**src/rtl/cdp_rdma_eg_rsp_buf.sv**
```systemverilog
// CDP RDMA egress response buffer: DEPTH-entry FIFO for read-response beats
// plus an outstanding-request counter that gates the ingress request pipe.
module cdp_rdma_eg_rsp_buf #(
    parameter int DW    = 514,
    parameter int DEPTH = 8,
    parameter int CNT_W = $clog2(DEPTH + 1)
) (
    input  logic             nvdla_core_clk,
    input  logic             nvdla_core_rstn,
    input  logic             dma_rd_rsp_vld,
    output logic             dma_rd_rsp_rdy,
    input  logic [DW-1:0]    dma_rd_rsp_pd,
    input  logic             req_issue,
    output logic             ig_req_allow,
    output logic             rsp_out_vld,
    input  logic             rsp_out_rdy,
    output logic [DW-1:0]    rsp_out_pd,
    output logic [CNT_W-1:0] fifo_cnt,
    output logic [CNT_W-1:0] outs_cnt,
    output logic             rsp_unexp_err,
    output logic             idle
);

    localparam int              AW       = $clog2(DEPTH);
    localparam logic [CNT_W-1:0] CNT_FULL = CNT_W'(DEPTH);

    // Handshakes: a beat transfers on a rising clock edge where vld & rdy are
    // both high; the source holds vld and payload stable until that happens.
    // Both rdy/vld here come from registered counts only, never from the peer.
    logic [DW-1:0] mem [DEPTH];
    logic [AW-1:0] wp;
    logic [AW-1:0] rp;
    logic          push;
    logic          pop;

    assign dma_rd_rsp_rdy = (fifo_cnt != CNT_FULL);
    assign rsp_out_vld    = (fifo_cnt != '0);
    assign push           = dma_rd_rsp_vld & dma_rd_rsp_rdy;
    assign pop            = rsp_out_vld & rsp_out_rdy;
    assign rsp_out_pd     = mem[rp];
    assign ig_req_allow   = (outs_cnt != CNT_FULL);
    assign idle           = (fifo_cnt == '0) && (outs_cnt == '0);

    // Payload storage carries no reset; validity is tracked by fifo_cnt.
    always_ff @(posedge nvdla_core_clk) begin
        if (push) begin
            mem[wp] <= dma_rd_rsp_pd;
        end
    end

    always_ff @(posedge nvdla_core_clk or negedge nvdla_core_rstn) begin
        if (!nvdla_core_rstn) begin
            wp       <= '0;
            rp       <= '0;
            fifo_cnt <= '0;
        end else begin
            if (push) begin
                wp <= wp + AW'(1);
            end
            if (pop) begin
                rp <= rp + AW'(1);
            end
            if (push && !pop) begin
                fifo_cnt <= fifo_cnt + CNT_W'(1);
            end else if (pop && !push) begin
                fifo_cnt <= fifo_cnt - CNT_W'(1);
            end
        end
    end

    // Outstanding count saturates at DEPTH and floors at 0 so a protocol
    // violation cannot wrap the credit and re-open the ingress pipe.
    always_ff @(posedge nvdla_core_clk or negedge nvdla_core_rstn) begin
        if (!nvdla_core_rstn) begin
            outs_cnt <= '0;
        end else if (req_issue && !pop && (outs_cnt != CNT_FULL)) begin
            outs_cnt <= outs_cnt + CNT_W'(1);
        end else if (pop && !req_issue && (outs_cnt != '0)) begin
            outs_cnt <= outs_cnt - CNT_W'(1);
        end
    end

    always_ff @(posedge nvdla_core_clk or negedge nvdla_core_rstn) begin
        if (!nvdla_core_rstn) begin
            rsp_unexp_err <= 1'b0;
        end else if (push && (outs_cnt == '0)) begin
            rsp_unexp_err <= 1'b1;
        end
    end

endmodule

```
**config.mk**
```make
export PLATFORM = sky130hd
export DESIGN_NAME = cdp_rdma_eg_rsp_buf
export DESIGN_NICKNAME = d
export VERILOG_FILES = /design/src/rtl/cdp_rdma_eg_rsp_buf.sv
export SDC_FILE = /design/constraint.sdc
export NUM_CORES = 2
export LEC_CHECK = 0
export BUFFER_PORTS_ARGS = -buffer_cell sky130_fd_sc_hd__buf_2
export CAP_MARGIN = 20
export CORE_ASPECT_RATIO = 1.1
export CORE_UTILIZATION = 60
export DETAILED_ROUTE_END_ITERATION = 12
export GPL_TIMING_DRIVEN = 0
export MAX_ROUTING_LAYER = met4
export PLACE_DENSITY = 0.79
export SYNTH_ARGS = -nofsm -noshare
export SYNTH_HDL_FRONTEND = slang
export SYNTH_MEMORY_MAX_BITS = 65536
export SYNTH_SLANG_ARGS = --single-unit
```
**constraint.sdc**
```tcl
create_clock -name nvdla_core_clk -period 136.4 [get_ports nvdla_core_clk]
set_input_delay 27.28 -clock nvdla_core_clk [delete_from_list [all_inputs] [get_ports nvdla_core_clk]]
set_output_delay 27.28 -clock nvdla_core_clk [all_outputs]
set_load 0.01 [all_outputs]
```
==> metrics.txt <==
final setup vio count 0; top_reg_cell synth edfxtp_1; status complete, no violations; CTS buffer count 391; period utilisation layout 0.2342; IO Count 1046; Tmin final 31950 ps; leak pwr 60.39 nW; worst hold-check path type flip-flop to flip-flop; Synth cell types 35; R2R depth 20; hold path startpoint rsp_unexp_err$_DFFE_PN0P_; total negative slack 0 ps; Port Buffers 1044; CP bufs+invs 4; CP endpoint kind output port; fmax 31.30 MHz; core outline area 256900 um2; fraction of layout cells with a size suffix above 1 0.4552; worst-path cell chain buf_2 > clkbuf_1 > clkbuf_1 > mux4_2 > mux2_2 > buf_2; synthesized area 155200 um2; Startpoint Class flip-flop; hold path endpoint rsp_unexp_err$_DFFE_PN0P_; CP max FO 14; Slew headroom 0.1616; die area 260800 um2; antenna violations before repair 195; r2r endpoint mem[0][191]$_DFFE_PP_; Post-Layout Inst Area 183500 um2; hold depth 1; synthesized area per cell 25.74 um2; final hold viol count 0; total grt overflow 0; Max Cap Viol 0; peak supply drop 0.00001828 V; Synth area leader edfxtp_1; DRC 0; Final nets 8436; CP max-delay cell clkbuf_1; largest cells by area after synthesis edfxtp_1, mux4_2, mux2_2; DR vias 75.22k; asr flop ratio synth 0.003635; routability cong. 0.7890; Initial Utilization 0.6042; Cell Rows 195; Largest stage delay, worst path 850 ps; Root Driver clkbuf_16; Reg2Reg Setup Slack 131390 ps; syn nets 6559; Cell Pwr Density 22.43 nW/um2; WL final 388.2 mm; Final Power 4.115 mW; top cells by count, synth edfxtp_1, mux4_2, mux2_2; Via density 6.339; Clock transition at path regs 60 ps; CP top delay family buffers and inverters; CTS-repair resized insts 0; number of DRC markers in iteration 0 8741; Clock Latency Late Sink 930 ps; number of global-route vias before repair 77.50k; RR Startpoint fifo_cnt[0]$_DFFE_PN0P_; post-synthesis instance total 6031; # clock sinks 4127; Die Y 535.5 um; pin count of the biggest net entering global routing 27; EDFF count, synth 4112; WS Path Type flip-flop to output port; CTS tree yes; Hold Buf Count CTS 0; max-slew violations 0; Die W 487.0 um; synth warn 0; Clock Skew 77.99 ps; top-count cell post-synth edfxtp_1; DR WL/cell 32.71 um; clk buf depth 4; post-place instance area 170300 um2; Post-CTS Setup Repair Bufs 0; register area share after synthesis 0.7979; worst path required time 109120 ps; Pre-Repair DR Iteration Count 5; Slew @ Worst Pin 1258 ps; post-synth top area share 0.7955; antenna viol nets, final 0; post-synthesis register bit count 4127; htree depth 5; RSZ-0062 raised after global routing false; Total GRT Usage 0.3049; Post-DP HPWL 251.9 mm; area grow syn2layout 18.20%; first-pass GRT wire length 546.9 mm; CP arrival 4670 ps
## area by class of cell
type | count | area, um2
sequential | 4127 | 123900
fill | 13790 | 73430
multi-input combinational | 1614 | 29540
timing repair buffer | 1484 | 10670
clock buffer | 470 | 10150
tap | 3447 | 4313
clock inverter | 243 | 2594
buffer | 288 | 1879
antenna | 191 | 478.0
inverter | 2 | 7.507
## sequential cells by signal, indices dropped and copies added, names as in the netlist
name	count
fifo_cnt	4
rsp_unexp_err	1
outs_cnt	4
mem	4112
rp	3
wp	3
## worst max path at each step
stage	end	slack (ps)	startpoint	cells after the start
after global placement	mem[0][213]$_DFFE_PP_	9550	dma_rd_rsp_vld	3
after global routing	rsp_out_pd[339]	104340	rp[1]$_DFFE_PN0P_	6
after floorplan	mem[0][0]$_DFFE_PP_	58200	dma_rd_rsp_vld	2
final	rsp_out_pd[339]	104450	rp[1]$_DFFE_PN0P_	6
after detailed placement	mem[0][191]$_DFFE_PP_	104890	dma_rd_rsp_vld	19
after CTS	rsp_out_pd[339]	104410	rp[1]$_DFFE_PN0P_	6
## where the power goes
| part | internal [mW] | leakage (nW) | switching [mW] |
|---|---|---|---|
| clock network | 0.613 | 6.21 | 0.469 |
| registers | 1.59 | 37.5 | 0.0456 |
| logic | 0.621 | 16.7 | 0.777 |
| total | 2.82 | 60.4 | 1.29 |
## through the flow
| stage | hold WS [ps] | std cells | utilization | worst slack, ps |
|---|---|---|---|---|
| 3_5_place_dp | 446.3 | 10960 | 0.6627 | 104890 |
| 2_1_floorplan | 493.2 | 6031 | - | 58200 |
| 4_1_cts | 463.1 | 11670 | 0.7123 | 104410 |
| 5_1_grt | 472.9 | 11840 | 0.7139 | 104340 |
| 6_report | 463.1 | 11870 | 0.7142 | 104450 |
| 3_3_place_gp | 442.4 | 10520 | 0.6413 | 9546 |
## per-layer routing
layer / part of all wire / track usage / vias to the layer above
met5: 0 / - / -
li1: - / - / 30170
met1: 0.34 / 0.3675 / 39640
met4: 0.054 / 0.1492 / 0
met2: 0.50 / 0.4829 / 4558
met3: 0.11 / 0.07868 / 858
## cell families after synthesis
kind of cell | Yosys count | share of synthesized area
flops | 4127 | 0.7979
mux | 1547 | 0.1869
buf+inv | 290 | 0.01213
simple gates | 37 | 0.001225
compound gates | 12 | 0.0005642
xor+xnor | 9 | 0.0005078
fa+ha+maj | 9 | 0.0008221
## cells in the final DEF, fill, tap and decap left out, types with 2 or more instances in the layout
| master | instances |
|---|---|
| a21o_1 | 3 |
| a21oi_1 | 4 |
| buf_1 | 53 |
| buf_12 | 59 |
| buf_16 | 16 |
| buf_2 | 1082 |
| buf_4 | 106 |
| buf_6 | 331 |
| buf_8 | 28 |
| bufinv_16 | 41 |
| clkbuf_1 | 168 |
| clkbuf_16 | 393 |
| clkbuf_2 | 3 |
| clkbuf_8 | 3 |
| clkinv_1 | 77 |
| clkinv_16 | 10 |
| clkinv_2 | 82 |
| clkinv_4 | 3 |
| clkinv_8 | 2 |
| clkinvlp_4 | 16 |
| dfrtp_1 | 15 |
| diode_2 | 191 |
| edfxtp_1 | 4112 |
| fa_1 | 2 |
| ha_1 | 7 |
| inv_16 | 7 |
| inv_6 | 5 |
| mux2_2 | 517 |
| mux4_2 | 1029 |
| nand2_1 | 7 |
| nand2b_1 | 4 |
| nand3_1 | 3 |
| nor2_1 | 4 |
| nor2_4 | 3 |
| nor3_1 | 3 |
| nor3_2 | 4 |
| o31ai_1 | 2 |
| xnor2_1 | 7 |
| xor2_1 | 2 |
Note: power is estimated with default switching activity, not from simulation.
